===== src/rtl/dram_port_arbiter.sv =====
// dram_port_arbiter: round-robin sharing of one single-word DRAM port between NUM_REQ requesters; DRAM_TIMEOUT_EN adds a WAIT abort after TIMEOUT cycles
module dram_port_arbiter #(
  parameter int NUM_REQ = 3,
  parameter int ADDR_W  = 18,
  parameter int DATA_W  = 32,
  parameter int TIMEOUT = 255
) (
  input  logic                      clk,
  input  logic                      srstn,
  input  logic [NUM_REQ-1:0]        req,
  input  logic [NUM_REQ-1:0]        req_we,
  input  logic [NUM_REQ*ADDR_W-1:0] req_addr,
  input  logic [NUM_REQ*DATA_W-1:0] req_wdata,
  output logic [NUM_REQ-1:0]        gnt,
  output logic [NUM_REQ-1:0]        ack,
  output logic [DATA_W-1:0]         rdata,
  output logic                      err,
  output logic                      busy,
  output logic                      dram_en_rd,
  output logic                      dram_en_wr,
  output logic [ADDR_W-1:0]         addr_in,
  output logic [ADDR_W-1:0]         addr_out,
  output logic [DATA_W-1:0]         data_out,
  input  logic [DATA_W-1:0]         data_in,
  input  logic                      dram_valid
);
  localparam int PW = $clog2(NUM_REQ);
  typedef enum logic {IDLE, WAIT} state_t;
  state_t        state;
  logic [PW-1:0] rr_ptr;
  logic [PW-1:0] win_q;
  logic [PW-1:0] win;
  logic [PW-1:0] nxt;
  logic          we_q;
`ifdef DRAM_TIMEOUT_EN
  localparam int CW = $clog2(TIMEOUT + 1);
  logic [CW-1:0] cnt;
`else
  localparam int unused_timeout = TIMEOUT;
`endif
  // first set request scanning upward from rr_ptr with wrap-around
  function automatic logic [PW-1:0] pick(input logic [NUM_REQ-1:0] r, input logic [PW-1:0] p);
    int j;
    pick = p;
    for (int i = NUM_REQ - 1; i >= 0; i--) begin
      j = int'(p) + i;
      if (j >= NUM_REQ) j = j - NUM_REQ;
      if (r[j]) pick = PW'(j);
    end
  endfunction
  assign win  = pick(req, rr_ptr);
  assign nxt  = (win_q == PW'(NUM_REQ - 1)) ? '0 : win_q + 1'b1;
  assign busy = (state == WAIT);
  // issue on a request in IDLE, retire on dram_valid (or timeout) in WAIT
  always_ff @(posedge clk or posedge srstn) begin
    if (srstn) begin
      state      <= IDLE;
      rr_ptr     <= '0;
      win_q      <= '0;
      we_q       <= 1'b0;
      gnt        <= '0;
      ack        <= '0;
      rdata      <= '0;
      err        <= 1'b0;
      dram_en_rd <= 1'b0;
      dram_en_wr <= 1'b0;
      addr_in    <= '0;
      addr_out   <= '0;
      data_out   <= '0;
`ifdef DRAM_TIMEOUT_EN
      cnt        <= '0;
`endif
    end else begin
      ack        <= '0;
      err        <= 1'b0;
      dram_en_rd <= 1'b0;
      dram_en_wr <= 1'b0;
      if (state == IDLE) begin
        if (|req) begin
          state      <= WAIT;
          win_q      <= win;
          we_q       <= req_we[win];
          gnt        <= NUM_REQ'(1) << win;
          dram_en_rd <= !req_we[win];
          dram_en_wr <= req_we[win];
          if (req_we[win]) begin
            addr_out <= req_addr[win*ADDR_W +: ADDR_W];
            data_out <= req_wdata[win*DATA_W +: DATA_W];
          end else begin
            addr_in  <= req_addr[win*ADDR_W +: ADDR_W];
          end
`ifdef DRAM_TIMEOUT_EN
          cnt        <= '0;
`endif
        end
      end else if (dram_valid) begin
        state  <= IDLE;
        gnt    <= '0;
        ack    <= NUM_REQ'(1) << win_q;
        rr_ptr <= nxt;
        if (!we_q) rdata <= data_in;
      end
`ifdef DRAM_TIMEOUT_EN
      else if (cnt == CW'(TIMEOUT - 1)) begin
        state  <= IDLE;
        gnt    <= '0;
        ack    <= NUM_REQ'(1) << win_q;
        err    <= 1'b1;
        rdata  <= '0;
        rr_ptr <= nxt;
      end else begin
        cnt    <= cnt + 1'b1;
      end
`endif
    end
  end
endmodule


===== config.mk =====
export PLATFORM = sky130hd
export DESIGN_NAME = dram_port_arbiter
export DESIGN_NICKNAME = d
export VERILOG_FILES = /design/src/rtl/dram_port_arbiter.sv
export SDC_FILE = /design/constraint.sdc
export NUM_CORES = 1
export LEC_CHECK = 0
export BUFFER_PORTS_ARGS = -buffer_cell sky130_fd_sc_hd__buf_2
export CAP_MARGIN = 10
export CELL_PAD_IN_SITES_DETAIL_PLACEMENT = 0
export CELL_PAD_IN_SITES_GLOBAL_PLACEMENT = 1
export CORE_ASPECT_RATIO = 1.4
export CORE_MARGIN = 3
export CORE_UTILIZATION = 31
export DETAILED_ROUTE_END_ITERATION = 8
export GPL_ROUTABILITY_DRIVEN = 0
export HOLD_SLACK_MARGIN = 0.08
export PLACE_DENSITY_LB_ADDON = 0.1
export REMOVE_ABC_BUFFERS = 1
export SYNTH_ARGS = -nofsm -noshare
export SYNTH_HDL_FRONTEND = slang
export SYNTH_SLANG_ARGS = --single-unit

===== constraint.sdc =====
create_clock -name clk -period 3.85 [get_ports clk]
set_input_delay 0.77 -clock clk [delete_from_list [all_inputs] [get_ports clk]]
set_output_delay 0.77 -clock clk [all_outputs]
set_load 0.01 [all_outputs]

==> PnR_summary.wiki <==
{| class="wikitable"
! Metric !! Value
|-
| Outcome || completed
|-
| CTS tree || yes
|-
| 1st-pass router iterations || 4
|-
| Rel. slew slack || 49.5%
|-
| Crit path DAT || 3.47 ns
|-
| Fraction of power consumed by the clock network || between 20% and 30%
|-
| Number of antenna-violating nets in the routed design || 0
|-
| Cts bufs inserted || 17
|-
| Placeable core area || 18,600 sq um
|-
| Switching part of the total || 39.2%
|-
| Wire length of the first global-routing pass || between 20,000 and 30,000 um
|-
| Die boundary width || 122 um
|-
| Clock slew seen by the registers of the worst setup and hold paths || ~0.050 ns
|-
| Chip Height || 169 um
|-
| Residual overflow from global routing || 0
|-
| Post-route DRC || 0
|-
| Chain of cells forming the critical path || inv_1 > ha_1 > mux2i_1 > o22ai_1 > a211o_2 > a22oi_1 > a311oi_4 > buf_4 > mux2_2
|-
| Element type at the critical path end || flop
|-
| Filler Cell Count || about 1,800
|-
| Cell area power density || ~900 nW/um^2
|-
| Number of global-route vias before repair || 5,465
|-
| Leak pwr || ~4.1 nW
|-
| Worst Tran Pin Value || 0.757 ns
|-
| HP Class || input pin to asynchronous set/reset pin
|-
| Maximum fanout encountered on the critical timing path || 32
|-
| IO Count || between 300 and 400
|-
| Maximum capacitance violations || 0
|-
| WP data required || 4.13 ns
|-
| Number of standard cells after synthesis || 528
|-
| Clock Sink Count || 114
|-
| Proportion of synthesized chip area in sequential cells || 48.5%
|-
| Finished Layout Cells || 1,066
|-
| Vias per Instance || 5.02
|-
| Iteration-0 DRC Markers || 374
|-
| Port Buffer Count || 299
|-
| Setup violators final || 0
|-
| Final layout net count || between 1,000 and 1,500
|-
| Clock network latency to the later pin of the worst-skew pair || ~0.4 ns
|-
| Synth Area per Inst || 11.1 sq um
|-
| Vias after detailed routing || ~5,400
|-
| H-tree depth reported by CTS || 4
|-
| Core Util, Final || 44.1%
|-
| Cell at the root of the clock tree || clkbuf_16
|-
| Type of the worst setup path || flop to flop
|-
| Async set-or-reset flop fraction in the synthesized netlist || 100%
|-
| Average wire per standard cell || 18.4 um
|-
| Worst VDD drop || around 0.41 mV
|-
| Number of distinct library cell variants in the gate-level netlist after synthesis || 45
|-
| Proportion of layout cells with a drive suffix above 1 || 53.0%
|-
| Layout overhead on the synthesized area || 39.5%
|-
| CP max-delay cell || ha_1
|-
| Flops & latches, synth || 114
|-
| Number of slew-limit violations in the final report || 0
|-
| Final min period || approximately 3.2 ns
|-
| Largest buffer count on any clock path || 2
|-
| Prevailing post-synth register cell || dfrtp_1
|-
| Sequential share of power || between 20 and 30%
|-
| Routed WL || 19,600 um
|-
| Ant. Diodes || 0
|-
| Fraction of the cycle the final worst path needs || 82.8%
|-
| Rows || 59
|-
| RSZ-0062 raised after global routing || no
|-
| Initial core utilization || 31.6%
|-
| Antenna violations before repair || 0
|-
| Number of cells in the design after placement || 1,036
|-
| Post-cts sizing count || 0
|-
| Count of hold-fix buffers inserted at cts || 0
|-
| Internal Dissipation || 4.63 mW
|-
| Largest net degree at the start of global routing || just over 100
|-
| Net switching power figure || 2.98 mW
|-
| Post-Route Skew || 0.00951 ns
|-
| Max frequency || roughly 0.31 GHz
|-
| Cell Area, Synth || 5880 sq um
|-
| Combinational share of power || 50.3%
|-
| Count of yosys warnings during synthesis || 0
|-
| CP max stage delay || between 0.4 and 0.5 ns
|-
| Final Hold Fails || 0
|-
| DP HPWL || 14,700 um
|-
| Area enclosed by the die boundary || 20,700 sq um
|-
| Type of element launching the critical path || flop
|-
| Post-CTS setup-driven buffer insertion count || 0
|-
| Total Routing Usage GR || 18.5%
|-
| Number of flops mapped to enable cells by yosys || 0
|}
==> flip-flops by register name (all words and copies together) (netlist names) <==
signal	count
ack	3
data_out	32
dram_en_wr	1
rr_ptr	2
we_q	1
addr_out	18
win_q	2
busy	1
rdata	32
addr_in	18
gnt	3
dram_en_rd	1
==> path summary, 6_finish.rpt <==
check / cells past startpoint / start / slack (ns) / end
max in group asynchronous: 3 / srstn / 2.55 / rdata[7]
min reg2reg: 1 / win_q[0] / 0.48 / ack[2]
max reg2reg: 9 / rr_ptr[0] / 0.66 / data_out[17]
max: 9 / rr_ptr[0] / 0.66 / data_out[17]
min in group clk: 1 / win_q[0] / 0.48 / ack[2]
min: 2 / srstn / 0.45 / rdata[23]
==> metal layers <==
metal | vias to the layer above | share of wire, % | global-route usage [%]
li1 | 2530 | - | -
met1 | 2577 | 37 | 21.1
met2 | 228 | 53 | 32.8
met3 | 17 | 8.2 | 5.35
met4 | 0 | 1.5 | 6.09
met5 | - | 0 | 0
==> stage by stage <==
step                      hold slack (ns)  power [mW]  area [sq um]  worst slack, ns  TNS (ns)
final                               0.455        7.61          8200            0.662         0
after floorplan                     0.440        4.49          5620            -1.94   -105.63
after global placement              0.461        5.96          7570            0.767         0
after CTS                           0.473        7.75          8200            0.702         0
after global routing                0.496        8.16          8200            0.508         0
after detailed placement            0.467        6.02          7570            0.693         0
==> kinds of logic after synthesis <==
kind of cell             share of synthesized area (%)
AO/OA/AOI/OAI                                     14.3
flip-flops                                        48.5
other                                           0.0638
adder cells (fa/ha/maj)                          0.639
buffers and inverters                             6.77
multiplexers                                      20.3
AND/OR/NAND/NOR                                   9.39
==> area by class of cell <==
type | count | area [sq um] | share of cell area (%)
inverter | 37 | 141 | 1.72
multi-input combinational | 327 | 2650 | 32.3
clock buffer | 20 | 447 | 5.45
tap | 244 | 305 | 3.72
clock inverter | 10 | 184 | 2.24
timing repair buffer | 314 | 1620 | 19.8
sequential | 114 | 2850 | 34.8
==> worst max-delay path, delay by kind of cell, from the launching register on <==
kind                     cells  cell delay [ns]
AO/OA/AOI/OAI                4             1.08
adder cells (fa/ha/maj)      1             0.47
buffers and inverters        2             0.52
flip-flops                   1             0.44
multiplexers                 2             0.54
==> placed cells by master (no fill, tap or decap), types with 3 or more instances in the layout <==
master     netlist  routed
nand4_1         33      33
mux2_1          17      17
nand2_1         39      39
o221ai_1        32      32
clkbuf_16        0      17
dfrtp_1        114     114
o211a_1          3       3
inv_1           37      36
mux2_4           4       4
mux2_2          80      80
a21o_1           3       3
a31oi_1         36      36
buf_4            4      14
bufinv_16        0       5
o21ai_0         20      20
buf_2            9     299
ha_1             3       3
nand3_1         21      21
mux2i_1          4       4
==> synthesized netlist by cell type, types with 5 or more instances <==
cell | n | share of area [%]
a31oi_1 | 36 | 3.8
nand2_1 | 39 | 2.5
dfrtp_1 | 114 | 49
buf_2 | 9 | 0.77
clkbuf_1 | 26 | 1.7
mux2_2 | 80 | 15
buf_1 | 5 | 0.32
buf_6 | 6 | 1.1
nand3_1 | 21 | 1.8
nand4_1 | 33 | 3.5
o221ai_1 | 32 | 4.8
o21ai_0 | 20 | 1.7
inv_1 | 37 | 2.4
mux2_1 | 17 | 3.3
==> power by group through the flow <==
| stage | combinational (mW) | clock (mW) | sequential [mW] |
|---|---|---|---|
| after detailed placement | 3.91 | 0 | 2.11 |
| after global placement | 3.85 | 0 | 2.10 |
| final | 3.83 | 1.68 | 2.10 |
| after global routing | 4.19 | 1.79 | 2.17 |
| after floorplan | 2.13 | 0 | 2.36 |
| after CTS | 3.92 | 1.73 | 2.10 |
Note: power is estimated with default switching activity, not from simulation.
